### src/rtl/prefetch_unit_pkg.sv
// Shared CPU fetch definitions: fetch FSM states, instruction fault encoding
// and a helper that packs translation faults into that encoding.
package prefetch_unit_pkg;

    typedef enum logic [1:0] {
        FETCH_IDLE,
        FETCH_REQ,
        FETCH_DRAIN,
        FETCH_HALT
    } fetch_state_t;

    localparam int FAULT_NOT_PRESENT_BIT = 0;
    localparam int FAULT_NOT_USER_BIT    = 1;

    typedef logic [1:0] instr_fault_t;

    function automatic instr_fault_t make_fault(input logic not_present, input logic not_user);
        instr_fault_t f;
        f = '0;
        f[FAULT_NOT_PRESENT_BIT] = not_present;
        f[FAULT_NOT_USER_BIT]    = not_user;
        return f;
    endfunction

endpackage

### src/rtl/fetch_fifo.sv
// Prefetch queue: DEPTH-entry FIFO with occupancy count and synchronous clear.
// Latency: a pushed word is visible at the head after the push edge.
// Backpressure: the caller never pushes when full; clear beats push and pop.
module fetch_fifo #(
    parameter int WIDTH = 8,
    parameter int DEPTH = 4
) (
    input  logic                     i_clk,
    input  logic                     i_rst,
    input  logic                     i_clear,
    input  logic                     i_push,
    input  logic [WIDTH-1:0]         i_push_dat,
    input  logic                     i_pop,
    output logic                     o_vld,
    output logic [WIDTH-1:0]         o_dat,
    output logic [$clog2(DEPTH):0]   o_count
);
    localparam int AW = $clog2(DEPTH);

    logic [WIDTH-1:0] mem [DEPTH];
    logic [AW-1:0]    wr_ptr;
    logic [AW-1:0]    rd_ptr;
    logic [AW:0]      count;
    logic             do_push;
    logic             do_pop;

    assign do_push = i_push && !i_clear;
    assign do_pop  = i_pop && !i_clear && (count != '0);

    always_ff @(posedge i_clk or posedge i_rst) begin
        if (i_rst) begin
            wr_ptr <= '0;
            rd_ptr <= '0;
            count  <= '0;
        end else if (i_clear) begin
            wr_ptr <= '0;
            rd_ptr <= '0;
            count  <= '0;
        end else begin
            if (do_push) wr_ptr <= wr_ptr + 1'b1;
            if (do_pop)  rd_ptr <= rd_ptr + 1'b1;
            case ({do_push, do_pop})
                2'b10:   count <= count + 1'b1;
                2'b01:   count <= count - 1'b1;
                default: count <= count;
            endcase
        end
    end

    // Storage needs no reset: the head is only consumed while count is non-zero.
    always_ff @(posedge i_clk) begin
        if (do_push) mem[wr_ptr] <= i_push_dat;
    end

    assign o_vld   = (count != '0);
    assign o_dat   = mem[rd_ptr];
    assign o_count = count;

endmodule

### src/rtl/prefetch_unit.sv
// Instruction prefetcher: one outstanding read, results queued in fetch_fifo.
// Latency: request one edge after issue decision; response visible after the push edge.
// Backpressure: no new read while the queue is full; i_instr_ready pops the head.
module prefetch_unit #(
    parameter int                ADDR_W       = 32,
    parameter int                DATA_W       = 32,
    parameter int                DEPTH        = 4,
    parameter logic [ADDR_W-1:0] RESET_VECTOR = '0
) (
    input  logic              i_clk,
    input  logic              i_rst,
    input  logic              i_enable,
    input  logic              i_flush,
    input  logic [ADDR_W-1:0] i_flush_addr,
    output logic [ADDR_W-1:0] o_mem_address,
    output logic              o_mem_read,
    input  logic              i_mem_valid,
    input  logic [DATA_W-1:0] i_mem_data,
    input  logic              i_error_not_present,
    input  logic              i_error_not_user,
    output logic              o_instr_valid,
    output logic [DATA_W-1:0] o_instr,
    output logic [ADDR_W-1:0] o_instr_addr,
    output logic [1:0]        o_instr_fault,
    input  logic              i_instr_ready
);
    import prefetch_unit_pkg::*;

    localparam int                CW      = $clog2(DEPTH) + 1;
    localparam int                EW      = DATA_W + ADDR_W + 2;
    localparam logic [CW-1:0]     DEPTH_C = CW'(DEPTH);
    localparam logic [ADDR_W-1:0] STEP    = ADDR_W'(DATA_W / 8);

    fetch_state_t      state, state_n;
    logic [ADDR_W-1:0] pc, pc_n;
    logic [ADDR_W-1:0] mem_addr, addr_n;
    logic              mem_read, read_n;
    logic              push;
    logic              mem_err;
    logic              complete;
    logic [EW-1:0]     push_dat;
    logic [EW-1:0]     head_dat;
    logic              head_vld;
    logic [CW-1:0]     fifo_count;

    assign mem_err  = i_error_not_present | i_error_not_user;
    assign complete = mem_read && (i_mem_valid || mem_err);
    assign push_dat = {(mem_err ? {DATA_W{1'b0}} : i_mem_data), pc,
                       make_fault(i_error_not_present, i_error_not_user)};

    always_ff @(posedge i_clk or posedge i_rst) begin
        if (i_rst) begin
            state    <= FETCH_IDLE;
            pc       <= RESET_VECTOR;
            mem_addr <= RESET_VECTOR;
            mem_read <= 1'b0;
        end else begin
            state    <= state_n;
            pc       <= pc_n;
            mem_addr <= addr_n;
            mem_read <= read_n;
        end
    end

    always_comb begin
        state_n = state;
        pc_n    = pc;
        addr_n  = mem_addr;
        read_n  = mem_read;
        push    = 1'b0;
        if (i_flush) begin
            pc_n = i_flush_addr;
            // A read still in flight must be waited out, so its answer is dropped in DRAIN.
            if ((state == FETCH_REQ || state == FETCH_DRAIN) && !complete) begin
                state_n = FETCH_DRAIN;
            end else begin
                state_n = FETCH_IDLE;
                read_n  = 1'b0;
            end
        end else begin
            case (state)
                FETCH_IDLE: begin
                    if (i_enable && (fifo_count < DEPTH_C)) begin
                        state_n = FETCH_REQ;
                        read_n  = 1'b1;
                        addr_n  = pc;
                    end
                end
                FETCH_REQ: begin
                    if (mem_err) begin
                        push    = 1'b1;
                        state_n = FETCH_HALT;
                        read_n  = 1'b0;
                    end else if (i_mem_valid) begin
                        push    = 1'b1;
                        pc_n    = pc + STEP;
                        state_n = FETCH_IDLE;
                        read_n  = 1'b0;
                    end
                end
                FETCH_DRAIN: begin
                    if (complete) begin
                        state_n = FETCH_IDLE;
                        read_n  = 1'b0;
                    end
                end
                default: ;
            endcase
        end
    end

    fetch_fifo #(
        .WIDTH (EW),
        .DEPTH (DEPTH)
    ) u_fifo (
        .i_clk      (i_clk),
        .i_rst      (i_rst),
        .i_clear    (i_flush),
        .i_push     (push),
        .i_push_dat (push_dat),
        .i_pop      (head_vld && i_instr_ready),
        .o_vld      (head_vld),
        .o_dat      (head_dat),
        .o_count    (fifo_count)
    );

    assign o_mem_address = mem_addr;
    assign o_mem_read    = mem_read;
    assign o_instr_valid = head_vld;
    assign o_instr       = head_vld ? head_dat[EW-1 -: DATA_W] : '0;
    assign o_instr_addr  = head_vld ? head_dat[ADDR_W+1 -: ADDR_W] : '0;
    assign o_instr_fault = head_vld ? head_dat[1:0] : 2'b00;

endmodule

### config.mk
export PLATFORM = sky130hd
export DESIGN_NAME = prefetch_unit
export DESIGN_NICKNAME = d
export VERILOG_FILES = /design/src/rtl/prefetch_unit_pkg.sv /design/src/rtl/fetch_fifo.sv /design/src/rtl/prefetch_unit.sv
export SDC_FILE = /design/constraint.sdc
export NUM_CORES = 1
export LEC_CHECK = 0
export BUFFER_PORTS_ARGS = -buffer_cell sky130_fd_sc_hd__buf_2
export CAP_MARGIN = 10
export CORE_MARGIN = 3
export CORE_UTILIZATION = 52
export CTS_CLUSTER_DIAMETER = 30
export CTS_CLUSTER_SIZE = 25
export DETAILED_ROUTE_END_ITERATION = 12
export HOLD_SLACK_MARGIN = 0.06
export PLACE_DENSITY = 0.85
export SETUP_SLACK_MARGIN = 0.1
export SYNTH_ARGS = -nofsm -noshare
export SYNTH_HDL_FRONTEND = slang
export SYNTH_SLANG_ARGS = --single-unit
### constraint.sdc
create_clock -name i_clk -period 2.8 [get_ports i_clk]
set_input_delay 0.56 -clock i_clk [delete_from_list [all_inputs] [get_ports i_clk]]
set_output_delay 0.56 -clock i_clk [all_outputs]
set_load 0.05 [all_outputs]
==> impl_results.html <==
<table>
<tr><th>Metric</th><th>Value</th></tr>
<tr><th colspan="2">Hold path</th></tr>
<tr><td>Startpoint of the worst hold path</td><td>i_flush_addr[22]</td></tr>
<tr><td>Worst min-delay path class</td><td>input port to flip-flop</td></tr>
<tr><th colspan="2">Setup path</th></tr>
<tr><td>Worst R2R Setup Slack</td><td>0.29 ns</td></tr>
<tr><td>Worst-path cell chain</td><td>buf_12, buf_16, mux4_2, and2_4, buf_8</td></tr>
<tr><td>Reg2reg start</td><td>state[1]</td></tr>
<tr><td>Peak per-stage delay on the critical path</td><td>a little over 0.5 ns</td></tr>
<tr><td>Arrival time of data at the critical path endpoint</td><td>2.23 ns</td></tr>
<tr><td>Stages on worst setup path</td><td>5</td></tr>
<tr><td>Crit Path Class</td><td>flip-flop to primary output</td></tr>
<tr><td>Worst Setup End Kind</td><td>primary output</td></tr>
<tr><td>Worst-path maximum fanout</td><td>8</td></tr>
<tr><td>Element type at the critical path start</td><td>flip-flop</td></tr>
<tr><td>Worst Path Required</td><td>2.24 ns</td></tr>
<tr><td>Start point of the critical path</td><td>u_fifo.rd_ptr[0]</td></tr>
<tr><td>Reg-to-Reg End</td><td>u_fifo.mem[0][8]</td></tr>
<tr><td>Buf+Inv Stages, Crit Path</td><td>3</td></tr>
<tr><td>Category of cells accounting for the largest share of critical-path delay</td><td>multiplexers</td></tr>
<tr><td>Worst Reg2Reg Path Length in Cells</td><td>6</td></tr>
<tr><td>End point of the critical path</td><td>o_instr[14]</td></tr>
<tr><td>CP max-delay cell</td><td>mux4_2</td></tr>
<tr><th colspan="2">CTS</th></tr>
<tr><td>Total CTS buffers</td><td>58</td></tr>
<tr><td>CTS tree</td><td>done</td></tr>
<tr><td>Root Buffer Master</td><td>clkbuf_16</td></tr>
<tr><td>Number of buffers on the longest clock path</td><td>3</td></tr>
<tr><td>Clock Sink Count</td><td>around 340</td></tr>
<tr><td>Clk slew on worst S/H paths</td><td>~0.050 ns</td></tr>
<tr><td>Number of H-tree levels</td><td>2</td></tr>
<tr><td>Clk Latency, worst-skew pair</td><td>roughly 0.58 ns</td></tr>
<tr><th colspan="2">Detailed routing</th></tr>
<tr><td>Final ANT Viol Nets</td><td>0</td></tr>
<tr><td>Wire length on met1</td><td>13400 um</td></tr>
<tr><td>Average vias per placed instance</td><td>roughly 5.9</td></tr>
<tr><td>First-iteration detailed-routing DRC count</td><td>826</td></tr>
<tr><td>Top layer in use</td><td>met4</td></tr>
<tr><td>Average wire per cell in the routed design</td><td>23.4 um</td></tr>
<tr><td>Sum of met3 wire segment lengths after detailed routing</td><td>2500 um</td></tr>
<tr><td>Via total after detailed routing</td><td>between 8000 and 9000</td></tr>
<tr><td>Detailed-routing iteration count for the pre-antenna-repair pass</td><td>5</td></tr>
<tr><td>Total Routed Length</td><td>33400 um</td></tr>
<tr><td>Final routed DRC violation total</td><td>0</td></tr>
<tr><td>Met2 wire len</td><td>about 17000 um</td></tr>
<tr><th colspan="2">STA</th></tr>
<tr><td>Measured slew at the worst slew-check pin</td><td>roughly 1.0 ns</td></tr>
<tr><td>Relative slew slack</td><td>a little under a third</td></tr>
<tr><td>Final Cycle Share</td><td>between 90% and 100%</td></tr>
<tr><td>Worst hold margin</td><td>about 0.19 ns</td></tr>
<tr><td>Final count of negative-setup-slack endpoints</td><td>0</td></tr>
<tr><td>RSZ-0062 raised after global routing</td><td>yes</td></tr>
<tr><td>Total negative slack for setup checks</td><td>0 ns</td></tr>
<tr><td>Min Tclk post-route</td><td>roughly 2.8 ns</td></tr>
<tr><td>Fin. Hold Viols</td><td>0</td></tr>
<tr><td>Maximum clock frequency</td><td>~360 MHz</td></tr>
<tr><td>Max Slew Vio Count</td><td>0</td></tr>
<tr><td>Final worst clock skew</td><td>about 0.026 ns</td></tr>
<tr><th colspan="2">Place</th></tr>
<tr><td>Half-perimeter wire length of the detailed placement result</td><td>about 18000 um</td></tr>
<tr><td>Number of buffer cells added on primary ports</td><td>about 170</td></tr>
<tr><td>RePlAce Congestion</td><td>around 0.81</td></tr>
<tr><th colspan="2">Synthesis</th></tr>
<tr><td>Yosys Warn Count</td><td>0</td></tr>
<tr><td>Synthesized flop and latch total</td><td>~340</td></tr>
<tr><td>Post-synthesis area per instance</td><td>~17 sq um</td></tr>
<tr><td>Number of distinct library cells after synthesis</td><td>41</td></tr>
<tr><td>Net count after synthesis</td><td>897</td></tr>
<tr><td>Flip-flop cell with the highest count after synthesis</td><td>edfxtp_1</td></tr>
<tr><td>Mapped Area</td><td>roughly 0.014 sq mm</td></tr>
<tr><td>Synth async-reset ratio</td><td>a little over a fifth</td></tr>
<tr><td>Number of flops mapped to enable cells by yosys</td><td>264</td></tr>
<tr><td>Fraction of the yosys area taken by sequential cells</td><td>between 70% and 80%</td></tr>
<tr><td>Cell count after synthesis</td><td>816</td></tr>
<tr><th colspan="2">Pwr</th></tr>
<tr><td>Worst IR Drop VDD</td><td>0.878 mV</td></tr>
<tr><td>Switching share of total power</td><td>roughly a third</td></tr>
<tr><td>Power per Cell Area</td><td>1240 mW/mm^2</td></tr>
<tr><td>Part of the total power dissipated in sequential elements</td><td>~27%</td></tr>
<tr><td>Internal power of the cells</td><td>0.0150 W</td></tr>
<tr><td>Clock share of power</td><td>32.8%</td></tr>
<tr><td>Logic pwr share</td><td>39.9%</td></tr>
<tr><td>Leakage dissipation</td><td>between 6 and 7 nW</td></tr>
<tr><td>Total net switching power</td><td>just over 0.008 W</td></tr>
<tr><th colspan="2">Job</th></tr>
<tr><td>Number of violations of the max-capacitance limit</td><td>0</td></tr>
<tr><th colspan="2">GRT</th></tr>
<tr><td>Global-route usage over all layers</td><td>approximately a quarter</td></tr>
<tr><td>Initial antenna violation count</td><td>1</td></tr>
<tr><td>Global-route wire length before repair</td><td>51500 um</td></tr>
<tr><td>Overflow left after global routing</td><td>0</td></tr>
<tr><td>Number of global-route vias before repair</td><td>between 8000 and 9000</td></tr>
<tr><td>Maximum number of pins on one net before global-route repair</td><td>67</td></tr>
<tr><th colspan="2">Final layout</th></tr>
<tr><td>Fillers</td><td>~1600</td></tr>
<tr><td>Layout cell share with drive strength beyond 1</td><td>a little under half</td></tr>
<tr><td>Post-synthesis to final-layout area growth</td><td>34.1%</td></tr>
<tr><td>Nets@finish</td><td>roughly 1100</td></tr>
<tr><th colspan="2">Floorplanning</th></tr>
<tr><td>Standard-cell rows</td><td>59</td></tr>
<tr><td>Number of primary I/O pins</td><td>between 150 and 200</td></tr>
<tr><td>Initial core utilization</td><td>around 53%</td></tr>
<tr><td>Width of the die</td><td>between 150 and 200 um</td></tr>
<tr><td>Area of the core</td><td>0.0261 sq mm</td></tr>
<tr><td>Vert. Die Dim</td><td>around 170 um</td></tr>
<tr><td>Die Area</td><td>0.0287 sq mm</td></tr>
<tr><th colspan="2">Run status</th></tr>
<tr><td>Run status</td><td>finished clean</td></tr>
</table>
[worst min path at each step]
stage                     slack (ns)                end  cells past startpoint
after floorplan                 0.49   u_fifo.mem[0][2]                      0
after global placement          0.49   o_mem_address[6]                      1
after detailed placement        0.49  o_mem_address[19]                      1
after CTS                       0.18             pc[22]                      3
after global routing            0.19              pc[2]                      3
final                           0.19             pc[22]                      3
[area by class of cell]
cell class                 instances  area [sq um]  area share (%)
sequential                       338          9790            52.5
multi-input combinational        425          4100            22.0
clock inverter                    41           629            3.38
antenna                            1          2.50          0.0134
tap                              335           419            2.25
inverter                          11          42.5           0.228
clock buffer                      67          1530            8.20
timing repair buffer             214          2120            11.4
[flip-flops by register name, summed over array words and instances (netlist names)]
| name | cells |
|---|---|
| pc | 32 |
| u_fifo.mem | 264 |
| u_fifo.wr_ptr | 2 |
| u_fifo.o_count | 3 |
| state | 2 |
| o_mem_address | 32 |
| u_fifo.rd_ptr | 2 |
| o_mem_read | 1 |
[through the flow]
| stage | setup WS (ns) | utilization, % | total power, W | instances | area, sq um |
|---|---|---|---|---|---|
| after floorplan | 0.337 | - | 0.0114 | 816 | 13900 |
| final | 0.0130 | 71.3 | 0.0231 | 1432 | 18600 |
| after global placement | 0.296 | 58.6 | 0.0131 | 1309 | 15300 |
| after detailed placement | 0.180 | 58.6 | 0.0132 | 1309 | 15300 |
| after CTS | 0.0211 | 70.8 | 0.0230 | 1426 | 18500 |
| after global routing | -0.0283 | 71.3 | 0.0239 | 1431 | 18600 |
[layer usage]
layer | track usage (%) | vias up
met1 | 31.3 | 4306
met3 | 5.47 | 50
li1 | - | 3682
met4 | 5.76 | 0
met2 | 39.5 | 374
met5 | 0 | -
[worst register-to-register path: stages (launching register included)]
cell and delay [ns]:
dfrtp_1 0.38, inv_1 0.10, ha_1 0.27, o31ai_2 0.14, buf_4 0.18, nor2_2 0.16, and2_4 0.83
[what timing repair did]
item,CTS,global route
hold endpoints to repair,31,0
hold buffers,1,0
setup buffers,5,2
setup endpoints to repair,66,264
resized for setup,274,9
pin swaps,0,1
gates cloned,3,3
[cell usage in the layout (no fill, tap or decap), types with 4 or more instances in the layout]
master	count
nor3_1	7
and2_4	70
clkinvlp_4	4
o31ai_1	8
bufinv_16	12
clkinv_2	8
buf_8	65
o21ai_0	16
or3_1	6
inv_6	6
xor2_1	9
dfrtp_1	72
buf_12	11
inv_1	10
edfxtp_1	264
nand2_1	25
buf_4	22
ha_1	8
clkbuf_1	6
nor2_1	23
nand3_1	28
and2_1	36
clkbuf_16	62
mux2_2	35
or4_1	12
mux4_2	66
buf_2	105
buf_16	4
clkinv_4	7
a31oi_1	11
and4_1	5
nand4_1	16
o211ai_1	6
[cells in the mapped netlist, drive strengths merged, types with 5 or more instances]
cell type    n  area share, %
mux2        35            2.8
dfrtp       74             13
and4         5           0.32
clkbuf      32           0.87
a31oi       11           0.50
nand4       17           0.81
edfxtp     264             57
mux4        66             11
o211ai       6           0.32
nand2       25           0.68
or4         12           0.65
or3          7           0.32
o21ai       16           0.58
buf         10           0.32
and2       106            4.8
o31ai        9           0.52
ha           8           0.72
xor2         9           0.57
inv         11           0.30
nor2        25           0.68
nor3         7           0.25
nand3       28            1.0
[cells by family (layout without fill, tap and decap cells)]
| logic type | count (synthesis) | after routing | share of synthesized area, % |
|---|---|---|---|
| DFF | 338 | 338 | 70.4 |
| and+or+nand+nor | 245 | 245 | 10.1 |
| muxes | 104 | 104 | 13.8 |
| AOI/OAI and AO/OA | 55 | 55 | 2.61 |
| buffers and inverters | 53 | 333 | 1.49 |
| xor gates and xnor gates | 12 | 12 | 0.757 |
| adders and majority gates | 9 | 9 | 0.865 |
| other | 0 | 1 | 0 |
[power by group through the flow]
stage	Clock (W)	Sequential (W)	Combinational, W
global placement	0	0.00636	0.00672
finish	0.00757	0.00632	0.00921
floorplan	0	0.00712	0.00432
detailed placement	0	0.00639	0.00676
CTS	0.00765	0.00632	0.00901
global route	0.00790	0.00638	0.00961
(Power assumes the default switching activity.)
